--- src/rtl/aurora_rx_frame_check.sv ---
// Receive-side frame checker for the Aurora AXI-Stream master port.
// Assembles FRAME_LEN-word frames into a parallel register and flags
// short, long and stalled frames with saturating debug counters.
module aurora_rx_frame_check #(
  parameter int DATA_W    = 32,
  parameter int FRAME_LEN = 2,
  parameter int CNT_W     = 16,
  parameter int TIMEOUT   = 255
) (
  input  logic                        user_clk,
  input  logic                        reset_n,
  input  logic                        clear,
  input  logic                        s_axis_tvalid,
  input  logic [DATA_W-1:0]           s_axis_tdata,
  input  logic                        s_axis_tlast,
  output logic                        s_axis_tready,
  output logic [FRAME_LEN*DATA_W-1:0] frame_data,
  output logic                        frame_valid,
  output logic [CNT_W-1:0]            frame_count,
  output logic [CNT_W-1:0]            err_count,
  output logic                        err_short,
  output logic                        err_long,
  output logic                        err_timeout
);

  localparam int WIDX_W = (FRAME_LEN > 1) ? $clog2(FRAME_LEN) : 1;
  localparam int GAP_W  = $clog2(TIMEOUT + 1);
  localparam logic [WIDX_W-1:0] LAST_IDX = WIDX_W'(FRAME_LEN - 1);
  localparam logic [GAP_W-1:0]  GAP_MAX  = GAP_W'(TIMEOUT);

  typedef enum logic [1:0] {
    IDLE = 2'd0,
    RECV = 2'd1,
    DROP = 2'd2
  } state_e;

  state_e                           state_q;
  logic                             tready_q;
  logic [WIDX_W-1:0]                widx_q;
  logic [GAP_W-1:0]                 gap_q;
  logic [FRAME_LEN-1:0][DATA_W-1:0] shadow_q;
  logic [FRAME_LEN-1:0][DATA_W-1:0] shadow_d;

  logic [FRAME_LEN*DATA_W-1:0]      frame_data_q;
  logic                             frame_valid_q;
  logic [CNT_W-1:0]                 frame_count_q;
  logic [CNT_W-1:0]                 err_count_q;
  logic                             err_short_q;
  logic                             err_long_q;
  logic                             err_timeout_q;

  logic                             beat;
  logic [WIDX_W-1:0]                slot;
  logic                             good_frame;
  logic                             short_err;
  logic                             long_err;
  logic                             timeout_err;

  // Beat decode: which slot this word lands in and how the frame ends.
  always_comb begin
    // NOTE: every output of this block gets a default first so no path
    // leaves a value unassigned, which would otherwise infer a latch.
    beat        = s_axis_tvalid && tready_q;
    slot        = (state_q == RECV) ? widx_q : '0;
    shadow_d    = shadow_q;
    good_frame  = 1'b0;
    short_err   = 1'b0;
    long_err    = 1'b0;
    timeout_err = 1'b0;
    if (beat && (state_q != DROP)) begin
      shadow_d[slot] = s_axis_tdata;
      good_frame     = s_axis_tlast  && (slot == LAST_IDX);
      short_err      = s_axis_tlast  && (slot != LAST_IDX);
      long_err       = !s_axis_tlast && (slot == LAST_IDX);
    end
    // The gap counter holds the number of idle cycles already seen, so an
    // idle cycle arriving with it at TIMEOUT is one idle cycle too many.
    if (!beat && (state_q == RECV) && (gap_q == GAP_MAX)) begin
      timeout_err = 1'b1;
    end
  end

  // Frame FSM: word index, inter-word gap timer and the shadow frame.
  always_ff @(posedge user_clk or negedge reset_n) begin
    if (!reset_n) begin
      state_q  <= IDLE;
      tready_q <= 1'b0;
      widx_q   <= '0;
      gap_q    <= '0;
      // NOTE: the shadow is only a few flops, so it is reset along with the
      // rest; a frame can never expose stale contents after reset.
      shadow_q <= '0;
    end else begin
      // NOTE: sequential state uses non-blocking assignments only, so every
      // register here samples the pre-edge values of its neighbours.
      tready_q <= 1'b1;
      shadow_q <= shadow_d;
      if (beat || timeout_err) begin
        gap_q <= '0;
      end else if (state_q == RECV) begin
        gap_q <= gap_q + 1'b1;
      end
      unique case (state_q)
        IDLE, RECV: begin
          if (beat) begin
            if (s_axis_tlast) begin
              state_q <= IDLE;
              widx_q  <= '0;
            end else if (long_err) begin
              state_q <= DROP;
              widx_q  <= '0;
            end else begin
              state_q <= RECV;
              widx_q  <= slot + 1'b1;
            end
          end else if (timeout_err) begin
            state_q <= IDLE;
            widx_q  <= '0;
          end
        end
        DROP: begin
          if (beat && s_axis_tlast) begin
            state_q <= IDLE;
          end
        end
        default: begin
          state_q <= IDLE;
          widx_q  <= '0;
        end
      endcase
    end
  end

  // Frame publication, saturating counters and sticky flags; clear wins.
  always_ff @(posedge user_clk or negedge reset_n) begin
    if (!reset_n) begin
      frame_data_q  <= '0;
      frame_valid_q <= 1'b0;
      frame_count_q <= '0;
      err_count_q   <= '0;
      err_short_q   <= 1'b0;
      err_long_q    <= 1'b0;
      err_timeout_q <= 1'b0;
    end else begin
      frame_valid_q <= good_frame;
      if (good_frame) begin
        frame_data_q <= shadow_d;
      end
      if (clear) begin
        frame_count_q <= '0;
        err_count_q   <= '0;
        err_short_q   <= 1'b0;
        err_long_q    <= 1'b0;
        err_timeout_q <= 1'b0;
      end else begin
        if (good_frame && (frame_count_q != '1)) begin
          frame_count_q <= frame_count_q + 1'b1;
        end
        if ((short_err || long_err || timeout_err) && (err_count_q != '1)) begin
          err_count_q <= err_count_q + 1'b1;
        end
        if (short_err)   err_short_q   <= 1'b1;
        if (long_err)    err_long_q    <= 1'b1;
        if (timeout_err) err_timeout_q <= 1'b1;
      end
    end
  end

  assign s_axis_tready = tready_q;
  assign frame_data    = frame_data_q;
  assign frame_valid   = frame_valid_q;
  assign frame_count   = frame_count_q;
  assign err_count     = err_count_q;
  assign err_short     = err_short_q;
  assign err_long      = err_long_q;
  assign err_timeout   = err_timeout_q;

endmodule
--- config.mk ---
export PLATFORM = sky130hd
export DESIGN_NAME = aurora_rx_frame_check
export DESIGN_NICKNAME = d
export VERILOG_FILES = /design/src/rtl/aurora_rx_frame_check.sv
export SDC_FILE = /design/constraint.sdc
export NUM_CORES = 1
export LEC_CHECK = 0
export ABC_AREA = 1
export CAP_MARGIN = 20
export CELL_PAD_IN_SITES_DETAIL_PLACEMENT = 0
export CELL_PAD_IN_SITES_GLOBAL_PLACEMENT = 1
export CORE_AREA = 2 2 141 143
export DETAILED_ROUTE_END_ITERATION = 8
export DIE_AREA = 0 0 143 145
export PLACE_DENSITY_LB_ADDON = 0.1
export REMOVE_ABC_BUFFERS = 1
export SETUP_SLACK_MARGIN = 0.5
export SYNTH_ARGS = -nofsm -noshare
export SYNTH_HDL_FRONTEND = slang
export SYNTH_SLANG_ARGS = --single-unit
--- constraint.sdc ---
create_clock -name user_clk -period 1.48 [get_ports user_clk]
set_clock_uncertainty 0.15 [all_clocks]
set_input_delay 0.296 -clock user_clk [delete_from_list [all_inputs] [get_ports user_clk]]
set_output_delay 0.296 -clock user_clk [all_outputs]
set_load 0.005 [all_outputs]
==> flow_summary.toml <==
[power]
ir_drop_mv = 0.8360
leakagePower_nw = 6.054
pwr_density_cell_nw_per_um2 = 1132

[sta]
min_period_ns = 1.684
fin_crit_sh = 1.138
fmax_ghz = 0.5938
whs_ns = -0.4208
finalSetupViolations = 164
hold_violations = 144
rsz0062_at_grt = "yes"
setup_tns_ns = -15.50
fin_ws_ns = -0.2041
slew_viol_final = 0

[status]
violations = "negative hold slack, negative setup slack"
status = "finished, violations left"

[placement]
place_area_um2 = 8931
globalplace.congestion = 0.8477
io_buffers = 137
place_hpwl_um = 12520

[clock_tree]
cts_tree = "built"
path_clk_slew_ns = 0.07
cts-htree-levels = 4
max-clock-path-buffers = 2
clk_latency_ns = 0.42
cts_root_buf = "clkbuf_16"
cts_sinks = 144
cts_made_buffers = 17

[global_routing]
gr-usage-met3 = 0.05083
grt_pass1_vias = 6520
antenna_found_initial = 0
top_usage_layer = "met2"
grt_overflow = 0
grt.total_usage = 0.2038
met2_usage = 0.3414
grt_max_degree = 41
grt_pass1_wl_um = 33330
globalRouteMet1Util = 0.2618

[die]
io_pins = 138
die_x_um = 143
dieHeight_um = 145
initial_core_util = 0.3357
rows = 51
die_area_um2 = 20740
core-area_um2 = 19210

[worst_setup_path]
reg2reg_depth = 10
crit_chain = "buf_4 -> dlygate4sd2_1"
crit_slowest_cell = "dfrtp_1"
arrival_ns = 1.24
crit_required_ns = 1.03
path_class = "flop to primary output"
crit_path_end_kind = "primary output"
start_kind = "flop"
critPathMaxStageDelay_ns = 0.40
worstPathMaxFanout = 4

[route]
drt_wl_total_um = 22480
routedWlPerCell_um = 15.88
viasPerCell = 4.678
vias = 6624
drtPass1Iterations = 5
drc = 0
drt_iter0_drc = 392
postRouteAntennaNets = 0

[synthesis]
synth.distinct_cells = 35
ys_seq_area_frac = 0.5588
syn_area_per_cell_um2 = 8.474
syn_area_um2 = 6449
ys_warn_count = 0
synthCells = 761
ys_seq_elements = 144

[final_layout]
syn_to_final_growth_pct = 83.92
nets = 1178
diodes = 0
fillers = 1609
final_core_util = 0.6175
stdcell_area_um2 = 11860
drive_gt1_frac = 0.4970

[worst_hold_path]
hp-class = "input port to asynchronous set/reset pin"

[flow_run]
maxCapViolCount = 0
## metal layers
metal | part of all wire | wire length, um | vias to the layer above
met3 | 0.048 | 1084 | 21
li1 | - | - | 3202
met1 | 0.42 | 9495 | 3228
met2 | 0.52 | 11640 | 173
met5 | 0 | 0 | -
met4 | 0.012 | 263 | 0
## worst max-delay path: cells and delay by family (launching register included)
| family | cells | cell delay, ns |
|---|---|---|
| flip-flops | 1 | 0.40 |
| buffers and inverters | 2 | 0.42 |
## where the power goes
part | internal [W] | switching [W] | leakage, nW
combinational | 0.00202 | 0.00161 | 3.86
sequential | 0.00477 | 0.000580 | 1.90
clock | 0.00261 | 0.00183 | 0.294
total | 0.00941 | 0.00402 | 6.05
## kinds of logic after synthesis
group           Yosys count  synth area share
other cells               1         0.0005815
buf+inv                  97           0.06383
compound gates           92           0.07237
simple gates            412            0.2823
flops                   144            0.5588
xor+xnor                 12           0.01630
fa+ha+maj                 3          0.005821
## state kept, by name, summed over array words and instances (netlist names)
register,cells
err_long,1
frame_data,64
s_axis_tready,1
err_timeout,1
shadow_q,32
state_q,2
widx_q,1
frame_valid,1
frame_count,16
gap_q,8
err_short,1
err_count,16
## synth_stat cells (all sizes together)
| master | number | area [um^2] |
|---|---|---|
| nand2 | 278 | 1061 |
| dfrtp | 144 | 3603 |
| o21ai | 80 | 404.1 |
| inv | 69 | 261.5 |
| nand3 | 51 | 282.8 |
| nor2 | 50 | 256.5 |
| nand4 | 25 | 171.4 |
| buf | 16 | 103.9 |
| a21oi | 11 | 55.05 |
| clkbuf | 11 | 41.29 |
| xor2 | 11 | 96.34 |
| nor3 | 5 | 30.03 |
| ha | 3 | 37.54 |
| or2 | 2 | 12.51 |
| and3 | 1 | 6.260 |
| clkinv | 1 | 5.000 |
| conb | 1 | 3.750 |
| o21bai | 1 | 7.510 |
| xnor2 | 1 | 8.760 |
## layout by cell type, fill, tap and decap left out, drive strengths merged, types with 2 or more instances in the layout
master	count
ha	3
clkinv	5
buf	342
nand3	52
nor3	5
clkbuf	26
bufinv	2
nor2	50
xor2	11
nand2	278
inv	74
nand4	25
dfrtp	144
o21ai	80
a21oi	11
clkdlybuf4s50	35
or2	2
## timing repair
action | in CTS | in global routing
setup buffers | 80 | 41
pin swaps | 32 | 46
gates resized for setup | 621 | 173
hold endpoints to repair | 144 | 144
gates cloned | 9 | 10
endpoints found under the setup margin | 244 | 244
## area by class of cell
class,instances,area (um^2),share of cell area
clock inverter,12,145.1,0.01224
timing repair buffer,384,3690,0.3111
multi-input combinational,521,3348,0.2823
tap,265,331.6,0.02796
clock buffer,20,456.7,0.03851
inverter,70,282.8,0.02384
sequential,144,3606,0.3040
## final timing paths
path | slack (ns) | to | startpoint
setup / recovery | -0.20 | frame_count[1] | frame_count[1]
hold / removal | -0.42 | err_count[5] | reset_n
setup reg to reg | -0.20 | frame_count[15] | frame_count[0]
hold reg to reg | 0.32 | frame_data[2] | frame_data[2]
max in group asynchronous | 1.08 | shadow_q[16] | reset_n
min in group user_clk | 0.31 | shadow_q[9] | s_axis_tdata[9]
## through the flow
step | power, W | instances | setup slack (ns)
6_report | 0.01343 | 1416 | -0.2041
3_3_place_gp | 0.008014 | 1244 | -0.5820
5_1_grt | 0.01412 | 1416 | -0.2961
4_1_cts | 0.01258 | 1365 | -0.2080
3_5_place_dp | 0.008076 | 1244 | -0.6313
2_1_floorplan | 0.006111 | 734 | -0.5504
Note: power is estimated with default switching activity, not from simulation.
